===== src/rtl/sobel_stream_core.sv =====
// Streaming 3x3 Sobel edge filter with valid/ready handshake on both sides.
// Two line buffers plus a two-column window feed one registered output stage.
module sobel_stream_core #(
  parameter int PIXEL_WIDTH = 8,
  parameter int LINE_WIDTH  = 16,
  parameter int FRAME_LINES = 16
) (
  input  logic                   clk_i,
  input  logic                   nreset_i,
  input  logic [1:0]             select_i,
  input  logic                   start_i,
  input  logic [PIXEL_WIDTH-1:0] in_pixel_i,
  input  logic                   in_valid_i,
  output logic                   in_ready_o,
  output logic [PIXEL_WIDTH-1:0] out_pixel_o,
  output logic                   out_valid_o,
  input  logic                   out_ready_i,
  output logic                   busy_o,
  output logic                   frame_done_o
);

  localparam int CW = $clog2(LINE_WIDTH);
  localparam int RW = $clog2(FRAME_LINES);
  localparam int SW = PIXEL_WIDTH + 3;

  localparam logic [1:0] S_IDLE  = 2'd0;
  localparam logic [1:0] S_RUN   = 2'd1;
  localparam logic [1:0] S_FLUSH = 2'd2;

  localparam logic [CW-1:0]          COL_LAST = CW'(LINE_WIDTH - 1);
  localparam logic [RW-1:0]          ROW_LAST = RW'(FRAME_LINES - 1);
  localparam logic [PIXEL_WIDTH-1:0] PIX_MAX  = '1;

  logic [1:0]             state_q, state_d;
  logic [CW-1:0]          col_q, col_d;
  logic [RW-1:0]          row_q, row_d;
  logic [1:0]             mode_q, mode_d;
  logic                   out_valid_q, out_valid_d;
  logic [PIXEL_WIDTH-1:0] out_pixel_q, out_pixel_d;

  logic [PIXEL_WIDTH-1:0] lb0_q [LINE_WIDTH];
  logic [PIXEL_WIDTH-1:0] lb1_q [LINE_WIDTH];
  logic [PIXEL_WIDTH-1:0] win_q [3][2];
  logic [PIXEL_WIDTH-1:0] w     [3][3];

  logic                   in_acc, out_xfer, last_px;
  logic signed [SW-1:0]   gx, gy;
  logic [SW-1:0]          abs_x, abs_y;
  logic [SW:0]            sum_xy;
  logic [PIXEL_WIDTH-1:0] sat_x, sat_y, sat_xy, result;

  function automatic logic signed [SW-1:0] ext(input logic [PIXEL_WIDTH-1:0] p);
    return $signed({3'b000, p});
  endfunction

  assign in_ready_o   = (state_q == S_RUN) & (~out_valid_q | out_ready_i);
  assign in_acc       = in_valid_i & in_ready_o;
  assign out_xfer     = out_valid_q & out_ready_i;
  assign last_px      = (col_q == COL_LAST) & (row_q == ROW_LAST);
  assign out_valid_o  = out_valid_q;
  assign out_pixel_o  = out_pixel_q;
  assign busy_o       = (state_q != S_IDLE);
  assign frame_done_o = (state_q == S_FLUSH) & out_xfer;

  // Window columns c-2 and c-1 come from registers; column c is the live input.
  always_comb begin
    for (int i = 0; i < 3; i++) begin
      w[i][0] = win_q[i][0];
      w[i][1] = win_q[i][1];
    end
    w[0][2] = lb0_q[col_q];
    w[1][2] = lb1_q[col_q];
    w[2][2] = in_pixel_i;
  end

  always_comb begin
    gx = ext(w[0][2]) + (ext(w[1][2]) <<< 1) + ext(w[2][2])
       - ext(w[0][0]) - (ext(w[1][0]) <<< 1) - ext(w[2][0]);
    gy = ext(w[2][0]) + (ext(w[2][1]) <<< 1) + ext(w[2][2])
       - ext(w[0][0]) - (ext(w[0][1]) <<< 1) - ext(w[0][2]);
    abs_x  = gx[SW-1] ? $unsigned(-gx) : $unsigned(gx);
    abs_y  = gy[SW-1] ? $unsigned(-gy) : $unsigned(gy);
    sum_xy = {1'b0, abs_x} + {1'b0, abs_y};
    sat_x  = (abs_x  > {3'b000,  PIX_MAX}) ? PIX_MAX : abs_x[PIXEL_WIDTH-1:0];
    sat_y  = (abs_y  > {3'b000,  PIX_MAX}) ? PIX_MAX : abs_y[PIXEL_WIDTH-1:0];
    sat_xy = (sum_xy > {4'b0000, PIX_MAX}) ? PIX_MAX : sum_xy[PIXEL_WIDTH-1:0];
    result = '0;
    if (mode_q == 2'b00) begin
      result = in_pixel_i;
    end else if ((row_q >= RW'(2)) && (col_q >= CW'(2))) begin
      case (mode_q)
        2'b01:   result = sat_x;
        2'b10:   result = sat_y;
        default: result = sat_xy;
      endcase
    end
  end

  always_comb begin
    state_d     = state_q;
    col_d       = col_q;
    row_d       = row_q;
    mode_d      = mode_q;
    out_valid_d = out_valid_q;
    out_pixel_d = out_pixel_q;
    case (state_q)
      S_IDLE: if (start_i) begin
        state_d = S_RUN;
        col_d   = '0;
        row_d   = '0;
        mode_d  = select_i;
      end
      S_RUN:   if (in_acc && last_px) state_d = S_FLUSH;
      S_FLUSH: if (out_xfer) state_d = S_IDLE;
      default: state_d = S_IDLE;
    endcase
    if (in_acc) begin
      out_valid_d = 1'b1;
      out_pixel_d = result;
      if (col_q == COL_LAST) begin
        col_d = '0;
        if (row_q != ROW_LAST) row_d = row_q + RW'(1);
      end else begin
        col_d = col_q + CW'(1);
      end
    end else if (out_xfer) begin
      out_valid_d = 1'b0;
    end
  end

  always_ff @(posedge clk_i or negedge nreset_i) begin
    if (!nreset_i) begin
      state_q     <= S_IDLE;
      col_q       <= '0;
      row_q       <= '0;
      mode_q      <= 2'b00;
      out_valid_q <= 1'b0;
      out_pixel_q <= '0;
    end else begin
      state_q     <= state_d;
      col_q       <= col_d;
      row_q       <= row_d;
      mode_q      <= mode_d;
      out_valid_q <= out_valid_d;
      out_pixel_q <= out_pixel_d;
    end
  end

  // Pixel storage carries no reset; border outputs never depend on stale data.
  always_ff @(posedge clk_i) begin
    if (in_acc) begin
      lb0_q[col_q] <= lb1_q[col_q];
      lb1_q[col_q] <= in_pixel_i;
      for (int i = 0; i < 3; i++) begin
        win_q[i][0] <= win_q[i][1];
        win_q[i][1] <= w[i][2];
      end
    end
  end

endmodule


===== config.mk =====
export PLATFORM = sky130hd
export DESIGN_NAME = sobel_stream_core
export DESIGN_NICKNAME = d
export VERILOG_FILES = /design/src/rtl/sobel_stream_core.sv
export SDC_FILE = /design/constraint.sdc
export NUM_CORES = 1
export LEC_CHECK = 0
export CAP_MARGIN = 15
export CORE_MARGIN = 2
export CORE_UTILIZATION = 50
export DETAILED_ROUTE_END_ITERATION = 12
export GPL_ROUTABILITY_DRIVEN = 0
export MAX_ROUTING_LAYER = met4
export PLACE_DENSITY_LB_ADDON = 0.25
export REMOVE_ABC_BUFFERS = 1
export SLEW_MARGIN = 5
export SYNTH_ARGS = -nofsm -noshare
export SYNTH_HDL_FRONTEND = slang
export SYNTH_SLANG_ARGS = --single-unit

===== constraint.sdc =====
create_clock -name clk_i -period 8.3 [get_ports clk_i]
set_input_delay 0.83 -clock clk_i [delete_from_list [all_inputs] [get_ports clk_i]]
set_output_delay 0.83 -clock clk_i [all_outputs]
set_load 0.02 [all_outputs]

==> run metrics, run 1 <==
gr usage total=0.221; Slew headroom=0.241; post-DR wirelength/cell=approximately 23 um; area of the core=~0.031 mm2; post-route ant nets=0; initial antenna violation count=0; Nets=1182; count leader, synth=edfxtp_1; largest net degree at the start of global routing=42; vias in the first global route=8935; final hold viol count=0; Synth Register Bits=between 300 and 400; Worst path most repeated cell=fa_1; crit-path cells=buf_12 -> mux4_2 -> mux4_2 -> inv_1 -> fa_1 -> fa_1 -> inv_1 -> fa_1 -> ha_1 -> nand2_2 -> o31ai_4 -> a211oi_2 -> o21ai_2 -> mux2_2 -> ha_1 -> a21oi_1 -> o21ai_0 -> o21a_1 -> o21a_1 -> o32a_1 -> nor2_1 -> and3_1 -> and4_4 -> nor3_2; CP delay by family, top=adder cells; Area Growth Syn to Fin=12.8%; Worst EP required=8690 ps; first-pass GRT wire length=53.0 mm; critical path startpoint category=flop; Max Cap Violations=0; clock latency on the worst-skew pair=530 ps; CP max stage delay=890 ps; Post-synth top cells=edfxtp_1, inv_1, mux4_2; Post-route DRC=0; grt total ovfl=0; fmax=0.127 GHz; post-synthesis sequential area ratio=0.605; # rows=65; hold buffers post-CTS=0; postcts setup bufs=0; Die ar.=0.0334 mm2; RSZ-0062 raised after global routing=no; count of cell types in the netlist=74; Die Y=183 um; Hold Worst Slack=409 ps; Top FF cell, synth=edfxtp_1; Min-Delay Path Depth=0; layout cells sized above 1=0.179; num ports=27; Post-Syn Area=between 0.015 and 0.02 mm2; r2r worst-path depth=24; worst-path fanout max=31; fin crit period=7890 ps; die span in x=183 um; Crit. End Element=flop; Slew Limit Fails=0; Mapped Cells=992; clk buf depth=3; CTS H-tree depth=2; post-CTS resize count=0; Worst Hold Class=reg2reg; drt pass-1 iters=5; Vias/cell=5.80; vias post-DR=8606; CTS root buf=clkbuf_16; fill cell count=between 2000 and 2500; post-synth top area share=0.572; initial DRC count=just under 800; CTS Buf Count=36; stages on the worst setup path=24; EDFF count, synth=304; Initial Util=0.507; Setup Skew=23.8 ps; number of diodes=0; Tightest Pin Transition=1140 ps; kind of critical path=reg2reg; Worst path slowest cell=dfrtp_2; Synth area leader=edfxtp_1; CP arrival=8280 ps; Tcrit/Tclk final=0.950; input/output buffers=26; status=finished, final reports clean; mean post-synth cell area=16.1 um2; Buf/Inv on CP=3; largest cells by area after synthesis=edfxtp_1, mux4_2, fa_1; Reg clk slew, reported paths=approximately 70 ps; clock sinks=between 300 and 400; HPWL Detailed=22.2 mm; CTS tree=built; Post-synth ARST share=0.0646; final setup violation count=0; total wire length=34.1 mm; YS warnings=0
flip-flops by register name, indices dropped and copies added (netlist names):
signal	cells
out_valid_o	1
row_q	4
state_q	2
col_q	4
mode_q	2
lb0_q	128
lb1_q	128
out_pixel_o	8
win_q	48
stage by stage:
step            util  area [um2]  worst slack, ps  setup TNS, ps  cells
2_1_floorplan      -       15800             -745          -5450    962
3_3_place_gp   0.537       16900              580              0   1422
3_5_place_dp   0.537       16900              493              0   1422
4_1_cts        0.571       18000              453              0   1482
5_1_grt        0.572       18000             13.9              0   1483
6_report       0.572       18000              413              0   1483
path summary, 6_finish.rpt:
| check | start | endpoint | slack (ps) |
|---|---|---|---|
| min | win_q[1][3] | win_q[1][11] | 410 |
| min in group asynchronous | nreset_i | out_pixel_o[5] | 670 |
| max in group asynchronous | nreset_i | col_q[0] | 7340 |
| min reg2reg | win_q[1][3] | win_q[1][11] | 410 |
| max | col_q[1] | out_pixel_o[1] | 410 |
| max reg2reg | col_q[1] | out_pixel_o[1] | 410 |
cell type report:
| class | instances | area, um2 | share of cell area |
|---|---|---|---|
| Clock buffer | 38 | 908 | 0.0505 |
| Clock inverter | 22 | 183 | 0.0101 |
| Inverter | 141 | 529 | 0.0294 |
| Multi-Input combinational cell | 496 | 5660 | 0.314 |
| Sequential cell | 325 | 9660 | 0.536 |
| Tap cell | 402 | 503 | 0.0279 |
| Timing Repair Buffer | 59 | 566 | 0.0314 |
cell families (layout without fill, tap and decap cells):
logic type,after synthesis,count (layout),share of synthesized area
compound gates,107,107,0.0516
xor+xnor,34,34,0.0196
fa+ha+maj,108,108,0.114
buf+inv,171,260,0.0411
flops,325,325,0.605
mux,83,83,0.116
simple gates,164,164,0.0532
routing by layer:
layer / up-vias / part of all wire / GRT usage
li1: 3827 / - / -
met1: 4445 / 0.43 / 0.300
met2: 269 / 0.49 / 0.356
met3: 65 / 0.062 / 0.0293
met4: 0 / 0.024 / 0.0626
met5: - / 0 / -
cell usage in the layout, fill, tap and decap left out, types with 3 or more instances in the layout:
cell,n
nor3_1,12
edfxtp_1,304
nand2_1,38
inv_1,139
clkinv_2,6
nor2b_1,3
buf_4,29
nand2b_1,6
a21oi_2,4
o21ai_0,16
nand3_1,18
buf_12,3
clkinv_1,7
and3_1,11
nor3b_1,4
o31ai_1,5
o211ai_1,3
xor2_1,9
o21a_1,11
nor4b_1,3
and2_1,10
clkdlybuf4s50_1,26
nor2_1,34
a31oi_1,8
nor4_1,6
ha_1,45
or2_1,3
o21ai_1,4
mux4_2,80
or4_1,4
a21oi_1,16
a22oi_1,3
o31a_1,6
a21o_1,4
fa_1,63
xnor2_1,23
dfrtp_1,19
clkbuf_16,36
Power of run 1 is left out: the tool's default activity adds up to more than one toggle a clock period on the data nets, which glitch-free logic cannot reach.
==> run 2, diff against run 1 <==
--- a/config.mk
+++ b/config.mk
@@ -11,2 +11,3 @@
 export DETAILED_ROUTE_END_ITERATION = 12
+export DONT_BUFFER_PORTS = 1
 export GPL_ROUTABILITY_DRIVEN = 0
@@ -15,2 +16,3 @@
 export REMOVE_ABC_BUFFERS = 1
+export SKIP_CTS_REPAIR_TIMING = 1
 export SLEW_MARGIN = 5
==> constraint.sdc (replaced) <==
create_clock -name clk_i -period 8.3 [get_ports clk_i]
set_input_delay 1.66 -clock clk_i [delete_from_list [all_inputs] [get_ports clk_i]]
set_output_delay 1.66 -clock clk_i [all_outputs]
set_load 0.02 [all_outputs]
==> run 2 against run 1 <==
- cell area shrank 1.7%
- cell count shrank 1.5%
- wire length shrank 1.9%
- critical path type unchanged
- largest cell class unchanged
==> run metrics, run 2 (synthesized netlist as in run 1, its figures left out) <==
Reg clk slew, reported paths=70 ps (about the same); pre-CTS setup slack=582 ps (+89.7 ps); Largest regs=lb0_q (128), lb1_q (128), win_q (48); num ports=27 (unchanged); number of diodes=0 (unchanged); Post-route DRC=0 (unchanged); CTS tree=built; commonest non-fill, non-tap cells in the layout=edfxtp_1, inv_1, mux4_2; crit path capture=out_pixel_o[1]; Crit. End Element=flop; worst setup margin=570 ps (+158 ps); crit-path cells=buf_4 -> mux4_2 -> mux4_2 -> fa_1 -> fa_1 -> fa_1 -> ha_1 -> a211oi_2 -> o31ai_4 -> a211oi_2 -> o21a_1 -> nand2_1 -> xnor2_1 -> ha_1 -> nand2_1 -> o21ai_0 -> o21a_1 -> o21a_1 -> o32a_1 -> nor2_1 -> and3_1 -> and4_4 -> nor3_2; Nets=1156 (-2.2%); Worst path slowest cell=dfrtp_4; r2r endpoint=out_pixel_o[1]; clk buf depth=3 (unchanged); Worst Hold Class=reg2reg; vias post-DR=8487 (-1.4%); drt pass-1 iters=5 (unchanged); first-pass GRT wire length=51.8 mm (-2.3%); most common cell after layout, fill and taps aside=edfxtp_1; CP arrival=8120 ps (-160 ps); initial antenna violation count=1 (+1); Vias/cell=5.81 (+0.10%); CP max stage delay=790 ps (-100 ps); die span in x=183 um (unchanged); Setup Skew=25.4 ps (+1.60 ps); area of the core=0.0315 mm2 (unchanged); status=finished, final reports clean; Area Growth Syn to Fin=10.8%; critical path startpoint category=flop; final non-filler cell total=1461 (-1.5%); total wire length=33.4 mm (-1.9%); clock sinks=325 (unchanged); r2r worst-path depth=23 (-4.2%); Initial Util=0.507 (unchanged); Die ar.=0.0334 mm2 (unchanged); Placed Cells=1399 (-1.6%); CTS root buf=clkbuf_16; Tcrit/Tclk final=0.931 (-0.0190); fin crit period=7730 ps (-158 ps); CTS H-tree depth=2 (unchanged); Max Cap Violations=0 (unchanged); initial DRC count=695 (-11%); Reg2Reg Setup Slack=570 ps (+160 ps); Slew headroom=0.417 (+0.175); # rows=65 (unchanged); post-DR wirelength/cell=22.9 um (-0.42%); RSZ-0062 raised after global routing=no; Die Y=183 um (unchanged); fmax=0.129 GHz (+2.0%); input/output buffers=0 (-100%); final setup violation count=0 (unchanged); clock latency on the worst-skew pair=530 ps (about the same); post-route ant nets=0 (unchanged); Hold Worst Slack=410 ps (+0.844 ps); critical register-to-register path startpoint=col_q[0]; grt total ovfl=0 (unchanged); Critical Path Start=col_q[0]; Slew Limit Fails=0 (unchanged); largest net degree at the start of global routing=44 (+4.8%); layout cells sized above 1=0.183 (+0.00465); Worst EP required=8690 ps (about the same); final hold viol count=0 (unchanged); vias in the first global route=8781 (-1.7%); CTS Buf Count=34 (-5.6%); worst-path fanout max=27 (-13%); gr usage total=0.214 (-0.00654); HPWL Detailed=21.5 mm (-3.1%); Tightest Pin Transition=875 ps (-263 ps); kind of critical path=reg2reg
-- run 2: cell type report --
| cell class | count | area [um2] |
|---|---|---|
| Fill cell | 2412 | 13800 |
| Tap cell | 402 | 503 |
| Multi-Input combinational cell | 496 | 5660 |
| Inverter | 141 | 529 |
| Sequential cell | 325 | 9660 |
| Timing Repair Buffer | 35 | 288 |
| Clock buffer | 40 | 873 |
| Clock inverter | 22 | 185 |
-- run 2: layer usage --
metal,up-vias,global-route usage,share of wire
met2,240,0.353,0.50
li1,3789,-,-
met3,57,0.0335,0.061
met4,0,0.0603,0.024
met5,-,-,0
met1,4401,0.281,0.42
-- run 2: worst min path at each step --
| stage | from | end | slack, ps | cells after the start |
|---|---|---|---|---|
| 3_3_place_gp | win_q[1][6] | win_q[1][14] | 400 | 0 |
| 6_report | win_q[1][2] | win_q[1][10] | 410 | 0 |
| 5_1_grt | win_q[1][2] | win_q[1][10] | 420 | 0 |
| 4_1_cts | win_q[1][2] | win_q[1][10] | 410 | 0 |
| 3_5_place_dp | win_q[1][1] | win_q[1][9] | 410 | 0 |
| 2_1_floorplan | win_q[1][2] | win_q[1][10] | 400 | 0 |
-- run 2: stage by stage --
stage / utilization / setup TNS, ps / cell area (um2)
finish: 0.562 / 0 / 17700
global route: 0.562 / 0 / 17700
global placement: 0.529 / 0 / 16600
CTS: 0.562 / 0 / 17700
floorplan: - / -5450 / 15800
detailed placement: 0.529 / 0 / 16600
-- run 2: worst max-delay path: cells and delay by family (launching register included) --
kind | cells | cell delay, ps
adder cells (fa/ha/maj) | 5 | 2220
flip-flops | 1 | 790
AND/OR/NAND/NOR | 6 | 970
multiplexers | 2 | 1200
buffers and inverters | 1 | 260
AO/OA/AOI/OAI | 8 | 2000
XOR/XNOR | 1 | 160
Power of run 2 is left out for the same reason.
